File: src/rtl/pipe_stage_buf.sv
// Two-entry pipeline register with a skid slot: fully registered valid/ready
// handshake, synchronous flush and a saturating downstream-stall counter.
module pipe_stage_buf #(
  parameter int unsigned       DATA_W = 64,
  parameter logic [DATA_W-1:0] BUBBLE = '0
) (
  input  logic              clk,
  input  logic              reset,
  input  logic              flush,
  input  logic              in_valid,
  output logic              in_ready,
  input  logic [DATA_W-1:0] in_data,
  output logic              out_valid,
  input  logic              out_ready,
  output logic [DATA_W-1:0] out_data,
  output logic [1:0]        occupancy,
  output logic [15:0]       stall_cnt
);

  localparam logic [1:0]  EMPTY     = 2'd0;
  localparam logic [1:0]  ONE       = 2'd1;
  localparam logic [1:0]  FULL      = 2'd2;
  localparam logic [15:0] STALL_MAX = 16'hFFFF;

  logic [1:0]        state, state_n;
  logic [DATA_W-1:0] main_q, main_n;
  logic [DATA_W-1:0] skid_q, skid_n;
  logic              accept, consume;

  assign accept    = in_valid & in_ready;
  assign consume   = out_valid & out_ready;
  assign occupancy = state;
  assign out_data  = main_q;

  // State and payload registers; handshake outputs are registered from the next state
  always_ff @(posedge clk or posedge reset) begin
    if (reset) begin
      state     <= EMPTY;
      main_q    <= BUBBLE;
      skid_q    <= BUBBLE;
      in_ready  <= 1'b1;
      out_valid <= 1'b0;
    end else begin
      state     <= state_n;
      main_q    <= main_n;
      skid_q    <= skid_n;
      in_ready  <= (state_n != FULL);
      out_valid <= (state_n != EMPTY);
    end
  end

  // Next-state and payload movement; main holds BUBBLE whenever the stage is empty
  always_comb begin
    state_n = state;
    main_n  = main_q;
    skid_n  = skid_q;
    if (flush) begin
      state_n = EMPTY;
      main_n  = BUBBLE;
    end else begin
      case (state)
        EMPTY: begin
          if (accept) begin
            state_n = ONE;
            main_n  = in_data;
          end
        end
        ONE: begin
          if (accept && consume) begin
            main_n = in_data;
          end else if (accept) begin
            state_n = FULL;
            skid_n  = in_data;
          end else if (consume) begin
            state_n = EMPTY;
            main_n  = BUBBLE;
          end
        end
        FULL: begin
          if (consume) begin
            state_n = ONE;
            main_n  = skid_q;
          end
        end
        default: begin
          state_n = EMPTY;
          main_n  = BUBBLE;
        end
      endcase
    end
  end

  // Saturating count of cycles where a live entry is held back by downstream
  always_ff @(posedge clk or posedge reset) begin
    if (reset) begin
      stall_cnt <= 16'd0;
    end else if (out_valid && !out_ready && (stall_cnt != STALL_MAX)) begin
      stall_cnt <= stall_cnt + 16'd1;
    end
  end

endmodule

File: config.mk
export PLATFORM = sky130hd
export DESIGN_NAME = pipe_stage_buf
export DESIGN_NICKNAME = d
export VERILOG_FILES = /design/src/rtl/pipe_stage_buf.sv
export SDC_FILE = /design/constraint.sdc
export NUM_CORES = 1
export LEC_CHECK = 0
export CORE_ASPECT_RATIO = 0.7
export CORE_MARGIN = 3
export CORE_UTILIZATION = 30
export DETAILED_ROUTE_END_ITERATION = 6
export PLACE_DENSITY = 0.55
export RECOVER_POWER = 50
export SLEW_MARGIN = 20
export SYNTH_ARGS = -nofsm -noshare
export SYNTH_HDL_FRONTEND = slang
export SYNTH_SLANG_ARGS = --single-unit
File: constraint.sdc
create_clock -name clk -period 7.45 [get_ports clk]
set_clock_uncertainty 0.2 [all_clocks]
set_input_delay 1.49 -clock clk [delete_from_list [all_inputs] [get_ports clk]]
set_output_delay 1.49 -clock clk [all_outputs]
set_load 0.02 [all_outputs]
Word-level counts from Yosys, hierarchy flattened
Cells that the tools add are included.
Cells by class
  multiply operators: 0
  order comparisons: 0
  bitwise operators: 4
  muxes and demuxes: 14
  shift operators: 0
  add/subtract/negate cells: 1
  reductions and logical operators: 8
  eq/ne operators: 8
  divide/modulo/power cells: 0
Operators with widths (number)
  $mux 64: 6
  $pmux 64 s3: 1
  $add 16x1->16 const B: 1
  $ne 16x16->1 const B: 1
  $mux 2: 6
  $ne 4x4->1 const B: 2
  $reduce_and 4->1: 2
  $ne 3x3->1 const B: 2
  $pmux 2 s3: 1
  $logic_and 1x1->1: 3
  $and 1x1->1: 2
  $eq 2x1->1 const B: 1
  $eq 2x2->1 const B: 1
  $logic_not 2->1: 1
  $ne 2x2->1 const B: 1
  $not 1->1: 2
  $reduce_bool 2->1: 1
  $logic_not 1->1: 1
Word-level totals
  bits in latches: 0
  flip-flop bits (word level): 148
  memory bits (read-only): 0
  output and inout port bits: 84
  memories: 0
  logic and storage cells: 41
  RAM bits: 0

Longest topological paths before layout
  word-level depth: 7
  mapped depth: 7
  gate-level depth less buffers: 5

Worst setup path before layout
Ideal clock, no wire load.
  path kind: input -> register
  start point: in out_ready
  end point: reg stall_cnt[15]
  stages on the path: 5
  required time: 7.125 ns
  path slack: 4.486 ns
  setup time: 0.125 ns
  arrival: 2.639 ns
  cell sequence: nand2b_1 > buf_6 > or3_1 > nor3_1 > mux2_2
On the way
  cells in the longest elaborated chain, start to end: 3
Ends and longest elaborated chain
  from (decl): line 14  | input logic out_ready,
  $logic_not 1->1: line 97  | end else if (out_valid && !out_ready && (stall_cnt != STALL_MAX)) begin
  $logic_and 1x1->1 (2 in series): line 97
  to (signal assigned): line 98  | stall_cnt <= stall_cnt + 16'd1;
  to (decl): line 17  | output logic [15:0] stall_cnt
Every way passes these cells.
A chain may end at the register's enable or synchronous reset.

Worst setup path after layout
  start point: in in_valid
  end point: reg skid_q[35]
On the way
  cells in the longest elaborated chain, start to end: 4
Ends and longest elaborated chain
  from (decl): line 10  | input logic in_valid,
  $and 1x1->1 *: line 30  | assign accept = in_valid & in_ready;
  $logic_and 1x1->1: line 69  | if (accept && consume) begin
  $not 1->1 (no source line)
  $reduce_and 4->1 (no source line) *
  to (signal assigned): line 46  | skid_q <= skid_n;
  to (decl): line 27  | logic [DATA_W-1:0] skid_q, skid_n;
Mark *: on every way between the ends. The rest lies on a longest branch, timed or not.

==> key figures <==
Outcome
  • Status: complete, no violations

Run
  • Max-cap violation count: 0

Floorplanning
  • I/O Pins: between 150 and 200
  • Die width: roughly 180 um
  • FP Rows: 43
  • Core area: ~20000 um2
  • Starting Density: roughly 31%
  • Die ar.: 22800 um2
  • Die height: between 100 and 150 um

Timing
  • Setup TNS: 0 ns
  • Final setup margin: 3.98 ns
  • Least-Margin Pin Slew: approximately 0.93 ns
  • Worst rel slew slack: approximately two fifths
  • Final worst-path cycle share: a little under half
  • Min Tclk post-route: roughly 3.5 ns
  • Setup Viol. Count Final: 0
  • Hold violation count in the final report: 0
  • Fmax achieved: ~290 MHz
  • Unrepaired setup endpoints after global routing: false
  • Slew Viols, Final: 0

Synthesis
  • Top_reg_cell synth: dfrtp_1
  • Avg Inst Size Synth: between 10 and 15 um2
  • Post-synth EDFFs: 0
  • Synthesized area: between 6000 and 7000 um2
  • Synth Register Bits: 148
  • Post-synth cell types: 40
  • Number of instances in the synthesized netlist: approximately 460
  • Async set-reset flop share out of synthesis: 100%
  • Yosys warns: 0
  • Syn_nets: around 530
  • Sequential share of the synthesized area: between 50% and 60%

Clock tree
  • Setup Buffers After CTS: 0
  • Root buffer cell: clkbuf_16
  • CTS buffer count: 17
  • Post-CTS Hold Buffers: 0
  • Clock slew at reported path FFs: about 0.06 ns
  • Clk_lat worst skew: approximately 0.4 ns
  • Post_cts resized: 0
  • CTS tree: done
  • Worst-case clock buffer depth: 2
  • H-tree depth: 4
  • CTS sink cnt: roughly 150

GRT
  • Largest net degree at the start of global routing: 94
  • Vias in the first global route: 4668
  • Global route total overflow: 0
  • First-pass GRT wire length: 26.6 mm
  • Initial antenna violation count: 0
  • GRT Total Usage: between 10 and 15%

Min path
  • Hold Path Sink: out_data[38]
  • Hold Crit Depth: 1
  • Hold Crit Start: out_data[38]
  • Hold crit path type: reg2reg

Setup path
  • Reg-to-reg endpoint: out_data[14]
  • WP data required: between 7 and 8 ns
  • Crit path max fanout: 64
  • Crit path kind: in2reg
  • Worst r2r src: occupancy[1]
  • R2r setup slk: slightly above 5 ns
  • Critical Path Start Type: primary input
  • CP cell instances: dlygate4sd3_1 -> nand2_1 -> nor3_1 -> nand2_2 -> buf_4 -> mux2_2
  • Crit path DAT: between 3 and 4 ns
  • CP max stage delay: between 0.7 and 0.8 ns
  • CP Capture Type: register
  • CP max stage cell: buf_4
  • FF-to-FF path depth: 4

Pwr
  • Sw Share: roughly 28%
  • Leak: ~3.9 nW
  • Cell area power density: about 310 nW/um2
  • Reg power frac: approximately 45%
  • Pint: around 0.0019 W
  • VDD IR max: ~130 uV
  • Combinational share of power: roughly 22%
  • Clock network fraction of total power: approximately 34%
  • NetSw: between 0.0007 and 0.0008 W

Drt
  • Post-route ant nets: 0
  • DR vias: 4525
  • Drt initial violations: roughly 340
  • Vias per cell: 5.11
  • DR pass1 iterations: 4
  • Residual DRC count: 0
  • Routed wire per std cell: roughly 19 um
  • Routed wire length: 16.8 mm

Finish
  • Share of cells above drive strength 1: between 10% and 20%
  • Area growth syn-to-layout: 36.0%
  • Antenna diode count: 0
  • Final nets: roughly 670

Place
  • PortBufs: about 150
  • RePlAce Congestion: just over 0.8
  • Hpwl dp: between 10 and 15 mm
  • Post-Place Worst Slack: ~3.7 ns
==> cell usage in the layout (no fill, tap or decap), types with 2 or more instances in the layout <==
master and n:
nor2_1 6, a22oi_1 65, a21oi_1 2, clkinv_2 2, buf_4 6, inv_1 3, or3_1 2, clkbuf_1 5
nor4_1 4, dfrtp_1 147, clkinv_4 2, bufinv_16 3, nor3_1 8, nand3_1 5, o2bb2ai_1 64, clkbuf_8 2
nand4_1 2, nand2_1 12, or2_2 2, nand4_2 2, xor2_1 14, o31ai_1 2, clkbuf_16 17, mux2_2 66
clkdlybuf4s50_1 69, dlygate4sd3_1 83
==> layout make-up <==
cell class	instances	area [um2]
Inverter	4	20.0
Sequential cell	148	3700
Fill cell	1883	11600
Timing Repair Buffer	158	1570
Clock buffer	24	472
Clock inverter	8	125
Tap cell	270	338
Multi-Input combinational cell	274	2330
==> synth_stat cells, types with 2 or more instances <==
cell type / count / share of area [%]
buf_2: 9 / 0.72
nand3_1: 5 / 0.40
xor2_1: 14 / 1.9
a22oi_1: 65 / 7.8
nor3_1: 8 / 0.64
o2bb2ai_1: 64 / 8.9
dfrtp_1: 147 / 58
buf_6: 13 / 2.3
o31ai_1: 2 / 0.24
nor4_1: 4 / 0.40
mux2_2: 66 / 12
clkbuf_1: 12 / 0.72
inv_1: 4 / 0.24
nand2_1: 12 / 0.72
nand4_2: 2 / 0.40
or3_1: 2 / 0.20
nand4_1: 2 / 0.20
nor2_1: 6 / 0.36
a21oi_1: 2 / 0.16
or2_2: 2 / 0.20
==> per-stage QoR <==
step                hold slack [ns]  std cells  util, %  total power, W  cell area, um2
global placement              0.270        854     39.5         0.00175            7970
floorplan                     0.280        461        -         0.00153            6290
global route                  0.293        886     42.4         0.00276            8560
finish                        0.285        886     42.4         0.00261            8560
detailed placement            0.272        854     39.5         0.00178            7970
CTS                           0.292        886     42.5         0.00267            8570
==> worst max path at each step <==
stage                 startpoint            to  slack (ns)  depth (start not counted)
floorplan                  reset  occupancy[0]        1.78                          1
global placement       out_ready     skid_q[3]        3.69                          5
detailed placement     out_ready    skid_q[52]        3.66                          5
CTS                 occupancy[1]  occupancy[1]        4.05                          1
global route            in_valid     skid_q[3]        3.89                          6
finish                  in_valid    skid_q[35]        3.98                          6
==> worst max-delay path: cells and delay by family <==
family | cells | cell delay, ns
mux | 1 | 0.42
simple gates | 3 | 0.31
buf+inv | 2 | 1.30
==> power by group through the flow <==
stage / Sequential [W] / Clock, W / Combinational (W)
after floorplan: 0.00120 / 0 / 0.000326
after global placement: 0.00116 / 0 / 0.000585
after detailed placement: 0.00117 / 0 / 0.000604
after CTS: 0.00116 / 0.000902 / 0.000605
after global routing: 0.00119 / 0.000941 / 0.000630
final: 0.00116 / 0.000875 / 0.000576
==> cell families (layout without fill, tap and decap cells) <==
group | Yosys count | in the layout | share of synthesized area, %
xor+xnor | 15 | 15 | 2.09
buf+inv | 39 | 194 | 4.21
fa+ha+maj | 1 | 1 | 0.199
flops | 148 | 148 | 58.9
simple gates | 51 | 51 | 4.63
mux | 67 | 67 | 12.0
compound gates | 140 | 140 | 18.0
==> sequential cells by signal, summed over array words and instances, names as in the netlist <==
| signal | flops |
|---|---|
| in_ready | 1 |
| occupancy | 2 |
| out_data | 64 |
| out_valid | 1 |
| skid_q | 64 |
| stall_cnt | 16 |
==> metal layers <==
layer / wire length [um] / GRT usage [%]
met5: 0 / 0
met2: 7160 / 21.4
met4: 102 / 2.86
met3: 1160 / 5.08
met1: 8350 / 22.2
Note: power is estimated with default switching activity, not from simulation.
